==> config.mk <==
export PLATFORM = sky130hd
export DESIGN_NAME = spinet_host
export DESIGN_NICKNAME = d
export VERILOG_FILES = /design/src/rtl/spinet_host.sv
export SDC_FILE = /design/constraint.sdc
export NUM_CORES = 1
export LEC_CHECK = 0
export ABC_AREA = 1
export ABC_CLOCK_PERIOD_IN_PS = 2250
export BUFFER_PORTS_ARGS = -buffer_cell sky130_fd_sc_hd__buf_4
export CORE_MARGIN = 2
export CORE_UTILIZATION = 42
export CTS_CLUSTER_DIAMETER = 50
export DETAILED_ROUTE_END_ITERATION = 8
export GPL_TIMING_DRIVEN = 0
export HOLD_SLACK_MARGIN = 0.08
export SLEW_MARGIN = 10
export SYNTH_ARGS = -nofsm -noshare
export SYNTH_HDL_FRONTEND = slang
export SYNTH_SLANG_ARGS = --single-unit
==> constraint.sdc <==
create_clock -name clk -period 2.25 [get_ports clk]
set_input_delay 0.3375 -clock clk [delete_from_list [all_inputs] [get_ports clk]]
set_output_delay 0.3375 -clock clk [all_outputs]
set_load 0.005 [all_outputs]
==> src/rtl/spinet_host.sv <==
// Host-side SPI master for one spinet node: packet valid/ready client interface, one
// full-duplex WIDTH-bit word per SS assertion, paced by the node's txready/rxready pins.
module spinet_host #(
  parameter int WIDTH  = 16,
  parameter int ABITS  = 3,
  parameter int CLKDIV = 2,
  parameter int GAP    = 16
) (
  input  logic                        clk,
  input  logic                        rst,
  input  logic                        tx_valid,
  output logic                        tx_ready,
  input  logic [ABITS-1:0]            tx_dst,
  input  logic [WIDTH-2-2*ABITS-1:0]  tx_data,
  output logic                        rx_valid,
  input  logic                        rx_ready,
  output logic [ABITS-1:0]            rx_src,
  output logic [WIDTH-2-2*ABITS-1:0]  rx_data,
  output logic                        busy,
  output logic                        SCLK,
  output logic                        MOSI,
  output logic                        SS,
  input  logic                        MISO,
  input  logic                        node_txready,
  input  logic                        node_rxready
);

  localparam int PW   = WIDTH - 2 - 2*ABITS;
  localparam int CMAX = (GAP > CLKDIV) ? GAP : CLKDIV;
  localparam int CW   = $clog2(CMAX);
  localparam int NW   = $clog2(WIDTH);

  typedef enum logic [2:0] {IDLE, SETUP, HIGH, LOW, HOLD, GAPWAIT} state_t;

  state_t            state, state_nx;
  logic [CW-1:0]     c, c_nx;
  logic [NW-1:0]     n, n_nx;
  logic [WIDTH-1:0]  fsh, fsh_nx;
  logic [WIDTH-1:0]  rsh, rsh_nx;
  logic [WIDTH-1:0]  tx_word, tx_word_nx;
  logic              tx_pend, tx_pend_nx;
  logic              carry, carry_nx;
  logic              ss, ss_nx, sclk, sclk_nx, mosi, mosi_nx, busy_r, busy_nx;
  logic              rx_valid_r, rx_valid_nx;
  logic [ABITS-1:0]  rx_src_r, rx_src_nx;
  logic [PW-1:0]     rx_data_r, rx_data_nx;
  logic              txr_m, txr_s, rxr_m, rxr_s;
  logic              last;

  assign tx_ready = ~tx_pend;
  assign rx_valid = rx_valid_r;
  assign rx_src   = rx_src_r;
  assign rx_data  = rx_data_r;
  assign busy     = busy_r;
  assign SCLK     = sclk;
  assign MOSI     = mosi;
  assign SS       = ss;

  always_ff @(posedge clk or posedge rst) begin
    if (rst) begin
      txr_m <= 1'b0;
      txr_s <= 1'b0;
      rxr_m <= 1'b0;
      rxr_s <= 1'b0;
    end else begin
      txr_m <= node_txready;
      txr_s <= txr_m;
      rxr_m <= node_rxready;
      rxr_s <= rxr_m;
    end
  end

  always_ff @(posedge clk or posedge rst) begin
    if (rst) begin
      state      <= GAPWAIT;
      c          <= '0;
      n          <= '0;
      fsh        <= '0;
      rsh        <= '0;
      tx_word    <= '0;
      tx_pend    <= 1'b0;
      carry      <= 1'b0;
      ss         <= 1'b1;
      sclk       <= 1'b0;
      mosi       <= 1'b0;
      busy_r     <= 1'b0;
      rx_valid_r <= 1'b0;
      rx_src_r   <= '0;
      rx_data_r  <= '0;
    end else begin
      state      <= state_nx;
      c          <= c_nx;
      n          <= n_nx;
      fsh        <= fsh_nx;
      rsh        <= rsh_nx;
      tx_word    <= tx_word_nx;
      tx_pend    <= tx_pend_nx;
      carry      <= carry_nx;
      ss         <= ss_nx;
      sclk       <= sclk_nx;
      mosi       <= mosi_nx;
      busy_r     <= busy_nx;
      rx_valid_r <= rx_valid_nx;
      rx_src_r   <= rx_src_nx;
      rx_data_r  <= rx_data_nx;
    end
  end

  always_comb begin
    state_nx    = state;
    c_nx        = c;
    n_nx        = n;
    fsh_nx      = fsh;
    rsh_nx      = rsh;
    tx_word_nx  = tx_word;
    tx_pend_nx  = tx_pend;
    carry_nx    = carry;
    ss_nx       = ss;
    sclk_nx     = sclk;
    mosi_nx     = mosi;
    busy_nx     = busy_r;
    rx_valid_nx = rx_valid_r;
    rx_src_nx   = rx_src_r;
    rx_data_nx  = rx_data_r;
    last        = (c == CW'(CLKDIV - 1));

    if (rx_valid_r && rx_ready)
      rx_valid_nx = 1'b0;
    // SRC is left zero; the node fills in its own address.
    if (tx_valid && !tx_pend) begin
      tx_pend_nx = 1'b1;
      tx_word_nx = {1'b1, 1'b0, tx_dst, {ABITS{1'b0}}, tx_data};
    end

    case (state)
      IDLE: begin
        // txr_s gates receive-only frames too: every frame overwrites the node tx buffer.
        if (txr_s && !rx_valid_r && (tx_pend || rxr_s)) begin
          state_nx = SETUP;
          c_nx     = '0;
          n_nx     = NW'(WIDTH - 1);
          fsh_nx   = tx_pend ? tx_word : '0;
          carry_nx = tx_pend;
          mosi_nx  = tx_pend & tx_word[WIDTH-1];
          ss_nx    = 1'b0;
          busy_nx  = 1'b1;
        end
      end
      SETUP: begin
        if (last) begin
          state_nx = HIGH;
          c_nx     = '0;
          sclk_nx  = 1'b1;
        end else begin
          c_nx = c + CW'(1);
        end
      end
      HIGH: begin
        if (last) begin
          state_nx = LOW;
          c_nx     = '0;
          sclk_nx  = 1'b0;
          rsh_nx   = {rsh[WIDTH-2:0], MISO};
        end else begin
          c_nx = c + CW'(1);
        end
      end
      LOW: begin
        if (last) begin
          c_nx = '0;
          if (n != '0) begin
            state_nx = HIGH;
            sclk_nx  = 1'b1;
            n_nx     = n - NW'(1);
            fsh_nx   = fsh << 1;
            mosi_nx  = fsh[WIDTH-2];
          end else begin
            state_nx = HOLD;
          end
        end else begin
          c_nx = c + CW'(1);
        end
      end
      HOLD: begin
        if (last) begin
          state_nx = GAPWAIT;
          c_nx     = '0;
          ss_nx    = 1'b1;
          busy_nx  = 1'b0;
          mosi_nx  = 1'b0;
          carry_nx = 1'b0;
          if (carry)
            tx_pend_nx = 1'b0;
          if (rsh[WIDTH-1]) begin
            rx_valid_nx = 1'b1;
            rx_src_nx   = rsh[WIDTH-3-ABITS -: ABITS];
            rx_data_nx  = rsh[PW-1:0];
          end
        end else begin
          c_nx = c + CW'(1);
        end
      end
      GAPWAIT: begin
        if (c == CW'(GAP - 1)) begin
          state_nx = IDLE;
          c_nx     = '0;
        end else begin
          c_nx = c + CW'(1);
        end
      end
      default: state_nx = GAPWAIT;
    endcase
  end

endmodule

Word level (Yosys, flattened, before mapping):

Cells that the tools add are included.
Widths: inputs -> output; s select.

* div/mod/pow operators: 0
* $add $sub $neg: 2
* multiply operators: 0
* reduce and logical (&&, ||, !) cells: 23
* bitwise logic cells: 2
* equality and inequality tests: 14
* mux-type cells: 44
* shift operators: 0
* $lt $le $gt $ge: 0

Operator list (number)
* $mux 15: 3
* $pmux 15 s2: 1
* $mux 4: 6
* $mux 3: 7
* $mux 1: 18
* $pmux 3 s6: 1
* $mux 14: 1
* $ne 2x2->1 const B: 7
* $pmux 4 s3: 1
* $reduce_and 5->1: 2
* $reduce_bool 3->1: 3
* $pmux 4 s2: 1
* $eq 3x2->1 const B: 2
* $eq 3x3->1 const B: 2
* $pmux 1 s2: 3
* $pmux 1 s3: 2
* $reduce_and 3->1: 2
* $reduce_and 6->1: 1
* $add 4x1->4 const B: 1
* $eq 4x1->1 const B: 1
* $eq 4x4->1 const B: 1
* $logic_and 1x1->1: 4
* $reduce_and 2->1: 2
* $reduce_and 4->1: 1
* other kinds (10): 12

* memories kept: 0
* bits in read-only memories: 0
* word-level logic and storage cells: 104
* bits in latches: 0
* flip-flop bits (word level): 76
* RAM bits: 0

Logic depth before layout (Yosys ltp):

* depth after elaboration: 6
* depth in mapped cells: 11

Least setup slack after synthesis:

No wires, ideal clock.

* kind: reg-to-reg
* start: reg state[2]
* end: reg fsh[0]
* path slack: 0.756 ns
* path buffers: 2
* cell stages (with the launch flop): 12
* data arrival time: 1.377 ns
* cells stage by stage: dfstp_2 buf_4 inv_1 nand2_2 inv_2 nand2_4 nand2_4 inv_4 nand2_4 buf_6 nand2_1 nand2_1

* cells in the longest elaborated chain, start to end: 3
* elaborated cells on any way between the ends: 8

RTL lines
* start: declaration: RTL line 35 `state_t state, state_nx;`
* start signal: assignment: RTL line 91 `state <= state_nx;`
* $eq 3x2->1 / $logic_not 3->1 (equally long branches): RTL line 135 `case (state)`
* $ne 2x2->1 (no source line) / $reduce_bool 2->1 (equally long branches)
* $reduce_and 4->1 (no source line)
* end signal: assignment: RTL line 94 `fsh <= fsh_nx;`
* end: declaration: RTL line 38 `logic [WIDTH-1:0] fsh, fsh_nx;`

Several ways; a longest one is shown, not always the timed one.
A chain may end at the register's enable or synchronous reset.

Worst setup path in the final report:

Same ends and word-level chain as after synthesis.

==> qor.txt <==
yosys warns -> 0
Worst Hold Launch -> node_rxready
Die X-Extent -> 94.0 µm
register area share after synthesis -> 0.560
Routed Antenna Nets -> 0
layout cells sized above 1 -> 0.209
Final Slew Violations -> 0
final HPWL from detailed placement -> 4.76 mm
final cell count without fillers -> 543
placed cell count -> 526
final net count -> 457
RR Startpoint -> state[2]
clock power share -> 0.205
Die ar. -> 8840 µm²
drt pass-1 iters -> 4
largest cells by area after synthesis -> dfrtp_1 54%, nand2_1 15%, o21ai_0 4.1%
CTS H-tree lvls -> 3
Synth Net Count -> 409
actual slew at the worst max-slew pin -> 0.460 ns
Via density -> 4.83
Placer Congestion -> 0.774
Antenna diodes -> 0
crit-path max FO -> 10
Synth top area share -> 0.537
reg2reg setup slack -> 0.51 ns
crit path capture type -> register
grt total ovfl -> 0
number of global-route vias before repair -> 2,555
Layout Skew -> 0.00659 ns
initial antenna violation count -> 0
total wire length -> 6.78 mm
Yosys reg bits -> 76
combinational power share -> 0.386
Tmin final -> 1.74 ns
fin area -> 4030 µm²
CP required -> 2.48 ns
P_sw -> 1.94 mW
Mapped Cells -> 388
synth unique cells -> 29
Clk Latency, worst-skew pair -> 0.34 ns
Mapped Area -> 3400 µm²
switching part of the total -> 0.391
number of buffers created by CTS -> 9
Avg WL per Cell -> 12.5 µm
sequential share of power -> 0.409
pwr dens -> 1230 nW/µm²
Worst VDD drop -> 0.643 mV
DP Area -> 3830 µm²
postcts setup bufs -> 0
DRC Markers -> 0
outcome -> complete, no violations
achievable frequency -> 0.576 GHz
TritonCTS clock tree -> yes
syn avg cell area -> 8.77 µm²
Pleak -> 2.06 nW
final hold vios -> 0
Pint -> 3.02 mW
std cell rows -> 32
Worst Setup SP -> state[2]
register clock-pin slew on the reported worst setup and hold paths -> 0.08 ns
Area growth, synth to finish -> 18.5%
via count -> 2,621
Placeable Area -> 7810 µm²
# port buffers -> 34
Max Buffers Root-to-Sink -> 2
largest net degree at the start of global routing -> 36
starting density of the core -> 0.436
arrival time worst endpoint -> 1.96 ns
Tcrit/Tclk final -> 0.771
worst min path class -> input pin to register
unrepaired setup endpoints after global routing -> no
Tot GR Track Use -> 0.169
startpoint types -> register
final setup fails -> 0
max-cap violation count -> 0
Slew HR -> 0.693
first-pass GRT wire length -> 11.8 mm
drt first-iter violations -> 183
CP Class -> register to register
clk sinks -> 76
Final TNS setup -> 0 ns
Root Buffer -> clkbuf_8
Top-Level Pins -> 35
leading area contributor after synthesis -> dfrtp_1
DIE HEIGHT -> 94.0 µm
==> cells by family (layout without fill, tap and decap cells) <==
logic type               count (synthesis)  in the layout  synth area share
flip-flops                              76             76             0.560
buffers and inverters                   51            104            0.0676
AO/OA/AOI/OAI                           48             48            0.0724
adder cells (fa/ha/maj)                  3              3            0.0110
XOR/XNOR                                 1              1           0.00257
multiplexers                            11             11            0.0364
AND/OR/NAND/NOR                        198            198             0.250
==> cells in the final DEF, fill, tap and decap left out, types with 5 or more instances in the layout <==
cell,instances
a21oi_1,6
buf_2,5
buf_4,40
clkbuf_8,9
dfrtp_1,73
inv_1,32
mux2_2,11
nand2_1,137
nand3_1,25
nand3b_1,5
nor2_1,17
o21ai_0,28
o21ai_1,11
==> final timing paths <==
check | cells after the start | endpoint
worst max-delay path | 11 | fsh[0]
worst min-delay path | 1 | rxr_m
worst max register to register | 11 | fsh[0]
worst min register to register | 0 | txr_s
max in group asynchronous | 5 | SS
min in group asynchronous | 3 | n[0]
==> registers in the layout, summed over array words and instances (netlist names), 3 cells and up <==
signal	cells
c	4
rx_data	8
rsh	16
fsh	15
rx_src	3
n	4
state	3
tx_word	12
==> cell usage after synthesis, drive strengths merged <==
| cell type | n |
|---|---|
| a21oi | 6 |
| a31oi | 1 |
| buf | 12 |
| clkbuf | 2 |
| dfrtp | 73 |
| dfstp | 3 |
| ha | 3 |
| inv | 37 |
| mux2 | 11 |
| nand2 | 144 |
| nand3 | 25 |
| nand3b | 5 |
| nand4 | 3 |
| nor2 | 19 |
| nor3 | 1 |
| o21ai | 39 |
| o21bai | 1 |
| o31ai | 1 |
| or2 | 1 |
| xnor2 | 1 |
==> per-stage QoR <==
stage | power (mW) | hold WS, ns | setup slack (ns) | util
after detailed placement | 3.98 | 0.345 | 0.536 | 0.491
after CTS | 5.00 | 0.0980 | 0.522 | 0.517
after floorplan | 3.47 | 0.331 | 0.756 | -
after global placement | 3.91 | 0.333 | 0.481 | 0.486
after global routing | 5.37 | 0.0951 | 0.381 | 0.517
final | 4.97 | 0.108 | 0.515 | 0.517
==> power groups by stage <==
stage	combinational [mW]	clock, mW	sequential [mW]
2_1_floorplan	1.47	0	2.00
3_3_place_gp	1.87	0	2.04
3_5_place_dp	1.92	0	2.06
4_1_cts	1.93	1.04	2.03
5_1_grt	2.20	1.09	2.09
6_report	1.92	1.02	2.03
==> critical path, stage by stage, from the launching register on <==
cell and delay [ns]:
dfstp_2 0.52, buf_4 0.16, inv_1 0.08, nand2_2 0.11, inv_2 0.07, nand2_4 0.10, nand2_4 0.07, inv_4 0.12
nand2_4 0.12, buf_6 0.16, nand2_1 0.06, nand2_1 0.05
==> layout make-up <==
type / count / area (µm²)
sequential: 76 / 1910
buffer: 14 / 88.8
clock inverter: 6 / 65.1
multi-input combinational: 261 / 1270
clock buffer: 10 / 128
tap: 102 / 128
inverter: 37 / 145
timing repair buffer: 37 / 305
fill: 769 / 3770
==> repair_timing <==
item | 4_1_cts | 5_1_grt
hold endpoints to repair | 13 | 0
hold buffers | 1 | 0
gates resized for setup | 0 | 0
endpoints found under the setup margin | 0 | 0
==> metal layers <==
| metal | share of wire | global-route usage |
|---|---|---|
| met2 | 0.45 | 0.262 |
| met1 | 0.51 | 0.241 |
| met5 | 0 | 0 |
| met3 | 0.026 | 0.0281 |
| met4 | 0.013 | 0.0616 |
No activity file was read; power rests on OpenSTA's default activity.
